==> src/rtl/uart_tx_arbiter.sv <==
// Round-robin arbiter sharing one UART transmitter among NUM_REQ byte sources,
// with an optional packet lock so multi-byte messages leave the UART back to back.
module uart_tx_arbiter #(
    parameter int NUM_REQ      = 4,
    parameter int LOCK_TIMEOUT = 64,
    parameter int ACK_TIMEOUT  = 4,
    localparam int IDW         = (NUM_REQ > 1) ? $clog2(NUM_REQ) : 1
) (
    input  logic                 clk,
    input  logic                 reset,
    input  logic [NUM_REQ-1:0]   req_valid,
    input  logic [8*NUM_REQ-1:0] req_data,
    input  logic [NUM_REQ-1:0]   req_last,
    output logic [NUM_REQ-1:0]   req_ready,
    output logic                 tx_start,
    output logic [7:0]           tx_data,
    input  logic                 tx_busy,
    output logic [IDW-1:0]       grant_id,
    output logic                 locked,
    output logic                 lock_abort,
    output logic                 ack_err
);

    localparam int LCW = $clog2(LOCK_TIMEOUT + 1);
    localparam int ACW = $clog2(ACK_TIMEOUT + 1);

    typedef enum logic [1:0] {
        ARB       = 2'd0,
        ISSUE     = 2'd1,
        WAIT_ACK  = 2'd2,
        WAIT_DONE = 2'd3
    } state_t;

    state_t           state;
    logic [LCW-1:0]   lock_cnt;
    logic [ACW-1:0]   ack_cnt;
    logic [NUM_REQ-1:0] eligible;
    logic             win_found;
    logic [IDW-1:0]   win_id;
    logic [IDW-1:0]   cand;
    logic             grant;

    assign eligible = locked ? (req_valid & (NUM_REQ'(1) << grant_id)) : req_valid;

    // Descending scan so the candidate closest after grant_id is the one kept.
    always_comb begin
        win_found = 1'b0;
        win_id    = '0;
        cand      = '0;
        for (int k = NUM_REQ; k >= 1; k--) begin
            cand = IDW'((int'(grant_id) + k) % NUM_REQ);
            if (eligible[cand]) begin
                win_found = 1'b1;
                win_id    = cand;
            end
        end
    end

    assign grant = !reset && (state == ARB) && !tx_busy && win_found;

    always_comb begin
        req_ready = '0;
        if (grant) begin
            req_ready[win_id] = 1'b1;
        end
    end

    always_ff @(posedge clk or posedge reset) begin
        if (reset) begin
            state      <= ARB;
            tx_start   <= 1'b0;
            tx_data    <= 8'h00;
            grant_id   <= IDW'(NUM_REQ - 1);
            locked     <= 1'b0;
            lock_abort <= 1'b0;
            ack_err    <= 1'b0;
            lock_cnt   <= '0;
            ack_cnt    <= '0;
        end else begin
            tx_start   <= 1'b0;
            lock_abort <= 1'b0;
            ack_err    <= 1'b0;
            case (state)
                ARB: begin
                    if (grant) begin
                        tx_data  <= req_data[{win_id, 3'b000} +: 8];
                        grant_id <= win_id;
                        locked   <= ~req_last[win_id];
                        lock_cnt <= '0;
                        ack_cnt  <= '0;
                        tx_start <= 1'b1;
                        state    <= ISSUE;
                    end else if (locked && !req_valid[grant_id]) begin
                        // An idle lock owner must not starve everyone else forever.
                        if (lock_cnt == LCW'(LOCK_TIMEOUT - 1)) begin
                            locked     <= 1'b0;
                            lock_abort <= 1'b1;
                            lock_cnt   <= '0;
                        end else begin
                            lock_cnt <= lock_cnt + 1'b1;
                        end
                    end
                end
                ISSUE: begin
                    state <= WAIT_ACK;
                end
                WAIT_ACK: begin
                    if (tx_busy) begin
                        state <= WAIT_DONE;
                    end else if (ack_cnt == ACW'(ACK_TIMEOUT - 1)) begin
                        ack_err <= 1'b1;
                        locked  <= 1'b0;
                        ack_cnt <= '0;
                        state   <= ARB;
                    end else begin
                        ack_cnt <= ack_cnt + 1'b1;
                    end
                end
                WAIT_DONE: begin
                    if (!tx_busy) begin
                        state <= ARB;
                    end
                end
                default: state <= ARB;
            endcase
        end
    end

endmodule

==> config.mk <==
export PLATFORM = sky130hd
export DESIGN_NAME = uart_tx_arbiter
export DESIGN_NICKNAME = d
export VERILOG_FILES = /design/src/rtl/uart_tx_arbiter.sv
export SDC_FILE = /design/constraint.sdc
export NUM_CORES = 1
export LEC_CHECK = 0
export BUFFER_PORTS_ARGS = -buffer_cell sky130_fd_sc_hd__buf_4
export CORE_MARGIN = 4
export CORE_UTILIZATION = 50
export CTS_CLUSTER_DIAMETER = 80
export DETAILED_ROUTE_END_ITERATION = 7
export PLACE_DENSITY = 0.78
export SYNTH_ARGS = -nofsm -noshare
export SYNTH_HDL_FRONTEND = slang
export SYNTH_SLANG_ARGS = --single-unit
==> constraint.sdc <==
create_clock -name clk -period 9.8 [get_ports clk]
set_clock_uncertainty 0.2 [all_clocks]
set_input_delay 2.45 -clock clk [delete_from_list [all_inputs] [get_ports clk]]
set_output_delay 2.45 -clock clk [all_outputs]
set_load 0.01 [all_outputs]
Word level (Yosys, flattened, before mapping)

Index checks and enable logic that the tools add are counted.

Register bits after elaboration: 26
Bits in latches: 0
Bits in writable memories: 0
ROM bits: 0
Input port bits: 43
Output and inout bits: 18
Word-level logic and storage cells: 105
Memories kept: 0

Add/sub/neg operators: 6
Multipliers: 0
Divide/modulo/power cells: 0
Magnitude comparators: 7
Equality and inequality tests: 12
Shifts and indexed selects: 2
Muxes and demuxes: 51
Bitwise gates (word level): 2
Reduce and logical (&&, ||, !) cells: 16

Operators with widths:

| cell                                                | count |
|---|---|
| indexed part select 32 x 6 -> 8 bit                 | 1 |
| 2-to-1 mux 1 bit                                    | 25 |
| 2-to-1 mux 7 bit                                    | 3 |
| < comparator 2 x 3 -> 1 bit (second input constant) | 6 |
| 2-to-1 mux 2 bit                                    | 8 |
| binary-select mux 1 bit (select 2 bit)              | 6 |
| 2-to-1 mux 3 bit                                    | 3 |
| 2-to-1 mux 4 bit                                    | 2 |
| != test 2 bit (second input constant)               | 4 |
| case mux 2 bit (4 select lines)                     | 1 |
| adder 7 x 1 -> 7 bit (second input constant)        | 1 |
| == test 7 x 6 -> 1 bit (second input constant)      | 1 |
| != test 3 x 2 -> 1 bit (second input constant)      | 2 |
| case mux 3 bit (2 select lines)                     | 1 |
| AND reduction 3 bit                                 | 2 |
| logical AND 1 bit                                   | 5 |
| AND reduction 5 bit                                 | 1 |
| adder 2 x 1 -> 2 bit (second input constant)        | 2 |
| adder 2 bit (second input constant)                 | 2 |
| AND 4 bit                                           | 1 |
| == test 2 bit (second input constant)               | 2 |
| AND reduction 2 bit                                 | 2 |
| nonzero test 2 bit                                  | 2 |
| left shift 1 x 2 -> 4 bit (first input constant)    | 1 |
| 10 further kinds                                    | 12 |

Longest topological paths before layout

Depth after elaboration: 14
Depth in mapped cells: 12
Mapped depth without buffers: 9

Worst setup path before layout

OpenSTA, ideal clock, no wires.

Path kind: input to output
Start point: input req_valid[2]
End point: output req_ready[0]
Data arrival time: 3.898 ns
Data required time: 7.150 ns
Slack: 3.252 ns
Stages on the path: 8
Buffers on the path: 1
Cells stage by stage: mux2_2 > o21ai_1 > o221ai_4 > nor2b_1 > mux2i_4 > buf_6 > inv_2 > nor2_1

Cells in the longest elaborated chain, start to end: 13
Elaborated cells between the ends (all ways): 25
Classes of those cells: order compare (2); mux (20); bitwise (1); reduce/logical (2)

Ends and longest elaborated chain:

| what                                                                                                                   | line | RTL |
|---|---|---|
| start, declared                                                                                                        | 11   | `input logic [NUM_REQ-1:0] req_valid,` |
| AND 4 bit                                                                                                              | 43   | `assign eligible = locked ? (req_valid & (NUM_REQ'(1) << grant_id)) : req_valid;` |
| 2-to-1 mux 4 bit *                                                                                                     | 43   |  |
| binary-select mux 1 bit (select 2 bit)                                                                                 | 52   | `if (eligible[cand]) begin` |
| 2-to-1 mux 1 bit (not written as such)                                                                                 | 52   |  |
| 2-to-1 mux 2 bit (4 in a row)                                                                                          | 52   |  |
| < comparator 2 x 3 -> 1 bit (not written as such) / greater-or-equal comparator 2 x 1 -> 1 bit (equally long branches) | 64   | `req_ready[win_id] = 1'b1;` |
| logical AND 1 bit (not written as such)                                                                                | 64   |  |
| 2-to-1 mux 1 bit (not written as such)                                                                                 | 64   |  |
| demux 1 bit (select 2 bit)                                                                                             | 64   |  |
| 2-to-1 mux 4 bit *                                                                                                     | 63   | `if (grant) begin` |
| end, declared                                                                                                          | 14   | `output logic [NUM_REQ-1:0] req_ready,` |

Every way passes the cells marked *; elsewhere a longest branch is shown, timed or not. The select of a mux whose other input is x is not followed.

Worst setup path in the final report

Start point: input req_valid[1]
End point: output req_ready[1]

The elaborated chain is that of the path after synthesis.

==> results.txt <==
status - completed
# DRC - 0
Worst Setup EP - req_ready[1]
Final #Nets - 298
CORE AREA - 3660 µm²
critical path startpoint category - input port
FF-to-FF path depth - 9
Remaining Overflow, GRT - 0
Leak - 1.12 nW
All-Layer GR Usage - 0.190
Final Cycle Share - 0.750
dpl ws - 2.43 ns
routed length per instance - 15.6 µm
Sw Ratio - 0.461
Req. time, crit path - 7.15 ns
Top Family by Delay on Critical Path - compound AO/OA/AOI/OAI gates
ys async rst share - 1.00
# diodes - 0
num rows - 22
r2r setup slk - 5.76 ns
cts hold-fix bufs - 0
Die Wd - 69.4 µm
Post-CTS Resized - 0
first-pass GRT wire length - 7760 µm
final worst slack - 2.45 ns
Syn Inst Count - 193
#FFs+latches synth - 26
layout cells sized above 1 - 0.331
antenna violations before repair - 0
Final ANT Viol Nets - 0
Max-Cap Viols - 0
Worst path max stage delay - 0.83 ns
Int Power - 358 µW
Hold WC Path Type - flop to flop
Skew-Pair Late Insertion Delay - 0.27 ns
final wirelength - 4620 µm
CP Class - input port to output pin
DRT Pass-1 Iters - 4
Post-synth EDFFs - 0
M2 GR Usage - 0.320
Max-slew headroom - 0.382
Max stage delay cell, worst path - o41ai_4
root buffer cell - clkbuf_8
largest net degree at the start of global routing - 29
Reg clk slew, reported paths - 0.08 ns
RR Endpoint - tx_data[3]$_DFFE_PP0P_
vias - 1,737
YS warnings - 0
Layout area overhead - 26.7%
Worst Setup End Kind - output pin
Critical Path AT - 4.70 ns
Hold Fails Final Rpt - 0
Top Ports - 61
most used cell along the critical path - buf_4
DIE HEIGHT - 69.4 µm
Slew Viols, Final - 0
CTS buffer count - 3
syn_nets - 242
final core utilization - 0.652
worst-margin pin slew - 0.926 ns
Worst Path Max Fanout - 17
CP Buf/Inv Count - 3
DR vias/cell - 5.87
1st-iter DRT viols - 145
peak supply drop - 153 µV
dpl hpwl - 3440 µm
most common cell after layout, fill and taps aside - buf_4
Initial Util - 0.515
Port Buffer Count - 60
post-synth cell types - 45
RSZ-0062 raised after global routing - false
die area - 4820 µm²
crit path from - req_valid[1]
Pwr Total - 664 µW
met3 Use GR - 0.0217
TritonCTS clock tree - yes
H-tree lvl count - 1
CP Depth - 8
r2r startpoint - grant_id[0]$_DFFE_PP1P_
PwrDens - 278 nW/µm²
Clk pwr share - 0.102
setup TNS - 0 ns
GR Layer Usage met1 - 0.257
net switching power - 306 µW
cell area after synthesis - 1890 µm²
min cycle time layout - 7.35 ns
Placer Congestion - 0.865
sequential area share after synthesis - 0.346
clk sink count - 26
predominant post-synthesis flop cell - dfrtp_1
most frequent cells in the layout - buf_4 (60), dfrtp_1 (24), nand2_1 (19)
fmax - 0.136 GHz
Comb power frac - 0.612
Setup Fix Bufs, Post-CTS - 0
Final setup viols - 0
vias in the first global route - 1,653
Longest Clk Path Bufs - 2
worst-path cell chain - buf_4, mux2i_1, a21oi_1, o41ai_4, inv_2, nand2_1, nor2_1, buf_4
GRT busiest layer - met2
Avg Inst Size Synth - 9.77 µm²
register share of total power - 0.286
[per-stage QoR]
stage	cells	hold slack, ns	cell area, µm²
2_1_floorplan	193	0.249	1890
3_3_place_gp	292	0.262	2330
3_5_place_dp	292	0.266	2330
4_1_cts	296	0.286	2390
5_1_grt	296	0.309	2390
6_report	296	0.283	2390
[kinds of logic (layout without fill, tap and decap cells)]
family                   count (synthesis)  after routing  synth area share
AO/OA/AOI/OAI                           67             67             0.295
AND/OR/NAND/NOR                         52             52             0.127
flip-flops                              26             26             0.346
multiplexers                            23             23             0.134
buffers and inverters                   17             72            0.0491
adder cells (fa/ha/maj)                  6              6            0.0398
XOR/XNOR                                 2              2           0.00929
[sequential cells by signal, summed over array words and instances, names as in the netlist]
signal and flops:
tx_data 8, lock_cnt 7, ack_cnt 3, grant_id 2
state 2, ack_err 1, lock_abort 1, locked 1
tx_start 1
[final cells by class]
| type | instances | area (µm²) |
|---|---|---|
| Inverter | 8 | 30.0 |
| Clock buffer | 4 | 55.1 |
| Fill cell | 330 | 1270 |
| Multi-Input combinational cell | 150 | 1140 |
| Timing Repair Buffer | 60 | 450 |
| Tap cell | 48 | 60.1 |
| Sequential cell | 26 | 653 |
[Yosys cell counts (5+ instances only)]
cell	count	area share
nor2_1	14	0.028
nand2_1	19	0.038
a211o_1	5	0.023
o21ai_0	6	0.016
dfrtp_1	24	0.32
mux2i_1	17	0.090
inv_1	5	0.010
ha_1	6	0.040
a21oi_1	9	0.024
o21ai_1	5	0.013
a221oi_1	6	0.028
o22ai_1	6	0.020
o221ai_1	17	0.079
[worst min-delay path by stage]
stage                           start                     end  slack (ns)  cells past startpoint
2_1_floorplan  ack_cnt[2]$_DFFE_PP0P_  ack_cnt[2]$_DFFE_PP0P_        0.25                      1
3_3_place_gp   ack_cnt[2]$_DFFE_PP0P_  ack_cnt[2]$_DFFE_PP0P_        0.26                      1
3_5_place_dp   ack_cnt[2]$_DFFE_PP0P_  ack_cnt[2]$_DFFE_PP0P_        0.27                      1
4_1_cts        ack_cnt[2]$_DFFE_PP0P_  ack_cnt[2]$_DFFE_PP0P_        0.29                      1
5_1_grt        ack_cnt[2]$_DFFE_PP0P_  ack_cnt[2]$_DFFE_PP0P_        0.31                      1
6_report       ack_cnt[2]$_DFFE_PP0P_  ack_cnt[2]$_DFFE_PP0P_        0.28                      1
[routing by layer]
metal / share of wire / up-vias / wire length, µm
met1: 0.45 / 828 / 2100
met2: 0.50 / 46 / 2290
met4: 0.0093 / 0 / 43
met5: 0 / - / 0
met3: 0.041 / 5 / 191
li1: - / 858 / -
[power by group through the flow]
stage	registers, mW	logic [mW]	clock network (mW)
after floorplan	0.176	0.332	0
after global placement	0.190	0.402	0
after detailed placement	0.191	0.405	0
after CTS	0.189	0.408	0.0693
after global routing	0.196	0.448	0.0749
final	0.190	0.407	0.0678
Power figures use the tool's default switching activity.
